File: config.mk
export PLATFORM = sky130hd
export DESIGN_NAME = jk_excite_driver
export DESIGN_NICKNAME = d
export VERILOG_FILES = /design/src/rtl/jk_excite_driver.sv
export SDC_FILE = /design/constraint.sdc
export NUM_CORES = 1
export LEC_CHECK = 0
export CELL_PAD_IN_SITES_DETAIL_PLACEMENT = 1
export CELL_PAD_IN_SITES_GLOBAL_PLACEMENT = 1
export CORE_UTILIZATION = 35
export DETAILED_ROUTE_END_ITERATION = 8
export PLACE_DENSITY = 0.82
export SETUP_SLACK_MARGIN = 0.02
export SLEW_MARGIN = 40
export SYNTH_ARGS = -nofsm -noshare
export SYNTH_HDL_FRONTEND = slang
export SYNTH_SLANG_ARGS = --single-unit
File: constraint.sdc
create_clock -name clk -period 2.6 [get_ports clk]
set_input_delay 0.39 -clock clk [delete_from_list [all_inputs] [get_ports clk]]
set_output_delay 0.39 -clock clk [all_outputs]
set_load 0.1 [all_outputs]
File: src/rtl/jk_excite_driver.sv
// Drives J/K excitation to an external JK flip-flop so that it reaches a requested
// target bit, then confirms the result and keeps mismatch and transfer counts.
//   state | meaning
//   IDLE  | ready for a target; JK holds 00
//   DRIVE | JK carries the excitation for the latched (q, target) pair
//   CHECK | flip-flop has updated; compare q_obs with target, bump counters
module jk_excite_driver #(
    parameter bit USE_TOGGLE = 1'b0,
    parameter int CNT_W      = 8
) (
    input  logic             clk,
    input  logic             rst,
    input  logic             tgt_valid,
    input  logic             tgt_bit,
    output logic             tgt_ready,
    input  logic             q_obs,
    output logic [1:0]       JK,
    output logic             jk_strobe,
    input  logic             err_clr,
    output logic             err,
    output logic [CNT_W-1:0] err_cnt,
    output logic [CNT_W-1:0] xfer_cnt
);

    typedef enum logic [1:0] {IDLE, DRIVE, CHECK} state_t;

    localparam logic [CNT_W-1:0] CNT_ONE = {{(CNT_W-1){1'b0}}, 1'b1};
    localparam logic [CNT_W-1:0] CNT_MAX = {CNT_W{1'b1}};

    state_t state_q, state_d;
    logic   lat_tgt, lat_q;
    logic   accept;
    logic   mismatch;
    logic [1:0] jk_exc;

    always_ff @(posedge clk or posedge rst) begin
        if (rst) begin
            state_q <= IDLE;
        end else begin
            state_q <= state_d;
        end
    end

    always_comb begin
        state_d = state_q;
        case (state_q)
            IDLE:    if (tgt_valid) state_d = DRIVE;
            DRIVE:   state_d = CHECK;
            CHECK:   state_d = IDLE;
            default: state_d = IDLE;
        endcase
    end

    // JK is decoded only from the state and latched registers, so it stays stable
    // through the cycle the flip-flop samples it.
    always_comb begin
        tgt_ready = (state_q == IDLE);
        jk_strobe = (state_q == DRIVE);
        accept    = tgt_ready && tgt_valid;
        mismatch  = (state_q == CHECK) && (q_obs != lat_tgt);
        if (lat_q == lat_tgt) begin
            jk_exc = 2'b00;
        end else if (USE_TOGGLE) begin
            jk_exc = 2'b11;
        end else begin
            jk_exc = lat_tgt ? 2'b10 : 2'b01;
        end
        JK = jk_strobe ? jk_exc : 2'b00;
    end

    always_ff @(posedge clk or posedge rst) begin
        if (rst) begin
            lat_tgt  <= 1'b0;
            lat_q    <= 1'b0;
            err      <= 1'b0;
            err_cnt  <= '0;
            xfer_cnt <= '0;
        end else begin
            if (accept) begin
                lat_tgt <= tgt_bit;
                lat_q   <= q_obs;
            end
            if (state_q == CHECK) begin
                xfer_cnt <= xfer_cnt + CNT_ONE;
            end
            // A clear coinciding with a mismatch wins.
            if (err_clr) begin
                err     <= 1'b0;
                err_cnt <= '0;
            end else if (mismatch) begin
                err <= 1'b1;
                if (err_cnt != CNT_MAX) begin
                    err_cnt <= err_cnt + CNT_ONE;
                end
            end
        end
    end

endmodule

==> run_summary.xml <==
<?xml version="1.0" encoding="UTF-8"?>
<metrics>
  <group name="timing">
    <metric name="timing.setup.tns" unit="ns">0</metric>
    <metric name="timing.clock.skew" unit="ns">0.00470</metric>
    <metric name="max_freq" unit="GHz">0.565</metric>
    <metric name="report.final.setup_viol" unit="">0</metric>
    <metric name="final-hold-violation-count" unit="">0</metric>
    <metric name="final.setup.worst_slack" unit="ns">0.829</metric>
    <metric name="final-max-slew-violation-count" unit="">0</metric>
    <metric name="post-route-period-util" unit="">0.681</metric>
    <metric name="max_slew.worst_pin.slew" unit="ns">0.454</metric>
    <metric name="max_slew_margin" unit="">0.697</metric>
    <metric name="fin_crit" unit="ns">1.77</metric>
    <metric name="grt_setup_unrepaired" unit="">false</metric>
  </group>
  <group name="logic_synthesis">
    <metric name="ys_seq_area_frac" unit="">0.526</metric>
    <metric name="ff_latch_count_synth" unit="">21</metric>
    <metric name="synthDistinctLibCells" unit="">30</metric>
    <metric name="postSynthNetCount" unit="">96</metric>
    <metric name="syn-mean-instance-area" unit="sq um">11.4</metric>
    <metric name="postSynthCellCount" unit="">88</metric>
    <metric name="post_synth_instance_area" unit="sq um">1000</metric>
    <metric name="yosysWarningCount" unit="">0</metric>
  </group>
  <group name="drt">
    <metric name="initialDrtViolationCount" unit="">6</metric>
    <metric name="avgViaCountPerCell" unit="">5.33</metric>
    <metric name="antenna_left" unit="">0</metric>
    <metric name="dr.pass1.iters" unit="">3</metric>
    <metric name="vias" unit="">783</metric>
    <metric name="route.detailed.drc" unit="">0</metric>
    <metric name="wl_per_cell" unit="microns">15.1</metric>
    <metric name="drt_wl_total" unit="microns">2220</metric>
  </group>
  <group name="placement">
    <metric name="gpl.final_weighted_congestion" unit="">0.784</metric>
    <metric name="place.detailed.hpwl" unit="microns">1700</metric>
    <metric name="buffer_ports.inserted" unit="">26</metric>
    <metric name="placed_cell_area" unit="sq um">1240</metric>
    <metric name="place_worst_setup_slack" unit="ns">0.551</metric>
  </group>
  <group name="cts">
    <metric name="cts_buffers" unit="">3</metric>
    <metric name="cts_setup_buffers" unit="">0</metric>
    <metric name="clk_pin_slew" unit="ns">0.12</metric>
    <metric name="clock_insertion_delay_worst_skew" unit="ns">0.31</metric>
    <metric name="htree_levels" unit="">1</metric>
    <metric name="cts_repair_resize_count" unit="">0</metric>
    <metric name="cts_hold_buffers" unit="">0</metric>
    <metric name="ctsLongestPathBuffers" unit="">2</metric>
    <metric name="cts_num_sinks" unit="">21</metric>
    <metric name="cts_root_buffer" unit="">clkbuf_4</metric>
    <metric name="tritoncts" unit="">yes</metric>
  </group>
  <group name="final_layout">
    <metric name="area.growth.synth_to_final" unit="%">26.5</metric>
    <metric name="drive_above_1_share" unit="">0.319</metric>
    <metric name="stdcell_area" unit="sq um">1260</metric>
    <metric name="antenna_cells" unit="">0</metric>
    <metric name="design.final.nets" unit="">125</metric>
  </group>
  <group name="critical_path">
    <metric name="worst-setup-path-type" unit="">reg2reg</metric>
    <metric name="critPathCaptureType" unit="">flip-flop</metric>
    <metric name="critical_path_required" unit="ns">2.83</metric>
    <metric name="timing.critical_path.fanout_max" unit="">8</metric>
    <metric name="critical_path.reg2reg.startpoint" unit="">err_cnt[0]$_DFFE_PP0P_</metric>
    <metric name="worstPathArrival" unit="ns">2.00</metric>
    <metric name="timing.critical_path.from" unit="">err_cnt[0]$_DFFE_PP0P_</metric>
    <metric name="worst_setup_path_start_kind" unit="">flip-flop</metric>
  </group>
  <group name="run_status">
    <metric name="status" unit="">completed</metric>
  </group>
  <group name="global_routing">
    <metric name="grt_pass1_vias" unit="">844</metric>
    <metric name="grt_overflow_total" unit="">0</metric>
    <metric name="grt_usage" unit="">0.161</metric>
    <metric name="first_pass_grt_wire_length" unit="microns">3840</metric>
    <metric name="grt_max_degree" unit="">22</metric>
    <metric name="grt_antenna_before_repair" unit="">0</metric>
  </group>
  <group name="power">
    <metric name="totalPowerFinal" unit="mW">1.20</metric>
    <metric name="irDropWorstVdd" unit="mV">0.653</metric>
    <metric name="cellLeakagePower" unit="nW">0.610</metric>
    <metric name="power-per-cell-area" unit="nW/um^2">951</metric>
  </group>
  <group name="floorplan">
    <metric name="die_width" unit="microns">55.4</metric>
    <metric name="floorplan.die_area" unit="sq um">3070</metric>
    <metric name="rows" unit="">19</metric>
    <metric name="fp.dieH" unit="microns">55.4</metric>
    <metric name="pin_count" unit="">27</metric>
    <metric name="initial_utilization" unit="">0.366</metric>
    <metric name="placeableCoreArea" unit="sq um">2730</metric>
  </group>
  <group name="run">
    <metric name="drv.max_cap_violation_count" unit="">0</metric>
  </group>
  <group name="hold_path">
    <metric name="hold_class" unit="">in2async</metric>
  </group>
</metrics>
==> report_power, final <==
group	leakage (nW)	internal, mW	switching, mW
clock network	0.0177	0.0575	0.0987
registers	0.278	0.382	0.0672
logic	0.315	0.132	0.465
==> area by class of cell <==
class                           instances  area (sq um)
Timing Repair Buffer                   26           208
Tap cell                               31          38.8
Inverter                                2          7.51
Clock buffer                            3          22.5
Fill cell                             311          1470
Multi-Input combinational cell         63           458
Clock inverter                          1          5.00
Sequential cell                        21           526
==> cell usage after synthesis <==
master	number	area, sq um
and2_2	1	7.51
a21oi_1	5	25.0
xnor2_1	5	43.8
inv_1	2	7.51
buf_4	1	7.51
and3b_2	2	20.0
nor3_1	2	10.0
mux2i_1	2	20.0
and3_1	1	6.26
xor2_2	1	16.3
nand2b_1	1	6.26
and4_1	3	26.3
nand4_1	4	25.0
nand2_1	3	11.3
xor2_1	3	26.3
nand3_1	5	25.0
o211ai_4	1	21.3
and2b_1	1	7.51
o31ai_1	1	7.51
ha_1	2	25.0
nor2b_1	2	12.5
a41o_1	1	10.0
or3_2	2	15.0
and2_1	1	6.26
o21ai_0	2	10.0
nor2_1	8	30.0
or4_1	1	7.51
dfrtp_1	21	526
clkbuf_1	1	3.75
mux2_2	3	33.8
==> metal layers <==
metal,routed length (microns),global-route usage,share of wire,vias to the layer above
li1,-,-,-,367
met1,923,0.182,0.42,388
met2,1150,0.284,0.52,23
met3,121,0.0539,0.055,5
met4,26,0.0536,0.012,0
met5,0,0,0,-
==> critical path: stages (launching register included) <==
cell and delay, ns:
dfrtp_1 0.46, ha_1 0.27, nand4_1 0.18, o211ai_4 0.15
or3_2 0.47, a21oi_1 0.17
==> final timing paths <==
check	end	slack, ns	depth (start not counted)
max in group asynchronous	err_cnt[6]$_DFFE_PP0P_	1.88	2
min in group clk	xfer_cnt[7]$_DFFE_PP0N_	0.48	1
hold / removal	xfer_cnt[7]$_DFFE_PP0N_	0.40	2
hold reg to reg	xfer_cnt[7]$_DFFE_PP0N_	0.48	1
setup reg to reg	err_cnt[3]$_DFFE_PP0P_	0.83	5
setup / recovery	err_cnt[3]$_DFFE_PP0P_	0.83	5
==> registers in the layout (all words and copies together), names as in the netlist <==
name	cells
lat_tgt	1
err	1
err_cnt	8
lat_q	1
xfer_cnt	8
state_q	2
==> cell families after synthesis <==
group,Yosys count,synth area share
flops,21,0.526
compound gates,10,0.0738
simple gates,37,0.217
fa+ha+maj,2,0.0250
mux,5,0.0538
xor+xnor,9,0.0864
buf+inv,4,0.0188
==> cells in the final DEF (no fill, tap or decap), types with 2 or more instances in the layout <==
| cell | count |
|---|---|
| nand3_1 | 5 |
| mux2_2 | 3 |
| nand4_1 | 4 |
| xor2_1 | 3 |
| buf_4 | 21 |
| xnor2_1 | 5 |
| mux2i_1 | 2 |
| nor3_1 | 2 |
| ha_1 | 2 |
| clkdlybuf4s50_1 | 5 |
| nand2_1 | 3 |
| and4_1 | 3 |
| o21ai_0 | 2 |
| a21oi_1 | 5 |
| or3_2 | 2 |
| dfrtp_1 | 21 |
| clkbuf_4 | 3 |
| and3b_2 | 2 |
| nor2_1 | 8 |
==> metrics by stage <==
stage	hold slack, ns	util	std cells
global placement	0.464	0.453	143
CTS	0.486	0.463	147
detailed placement	0.469	0.453	143
global route	0.430	0.463	147
finish	0.400	0.463	147
floorplan	0.367	-	88
Power figures use the tool's default switching activity.
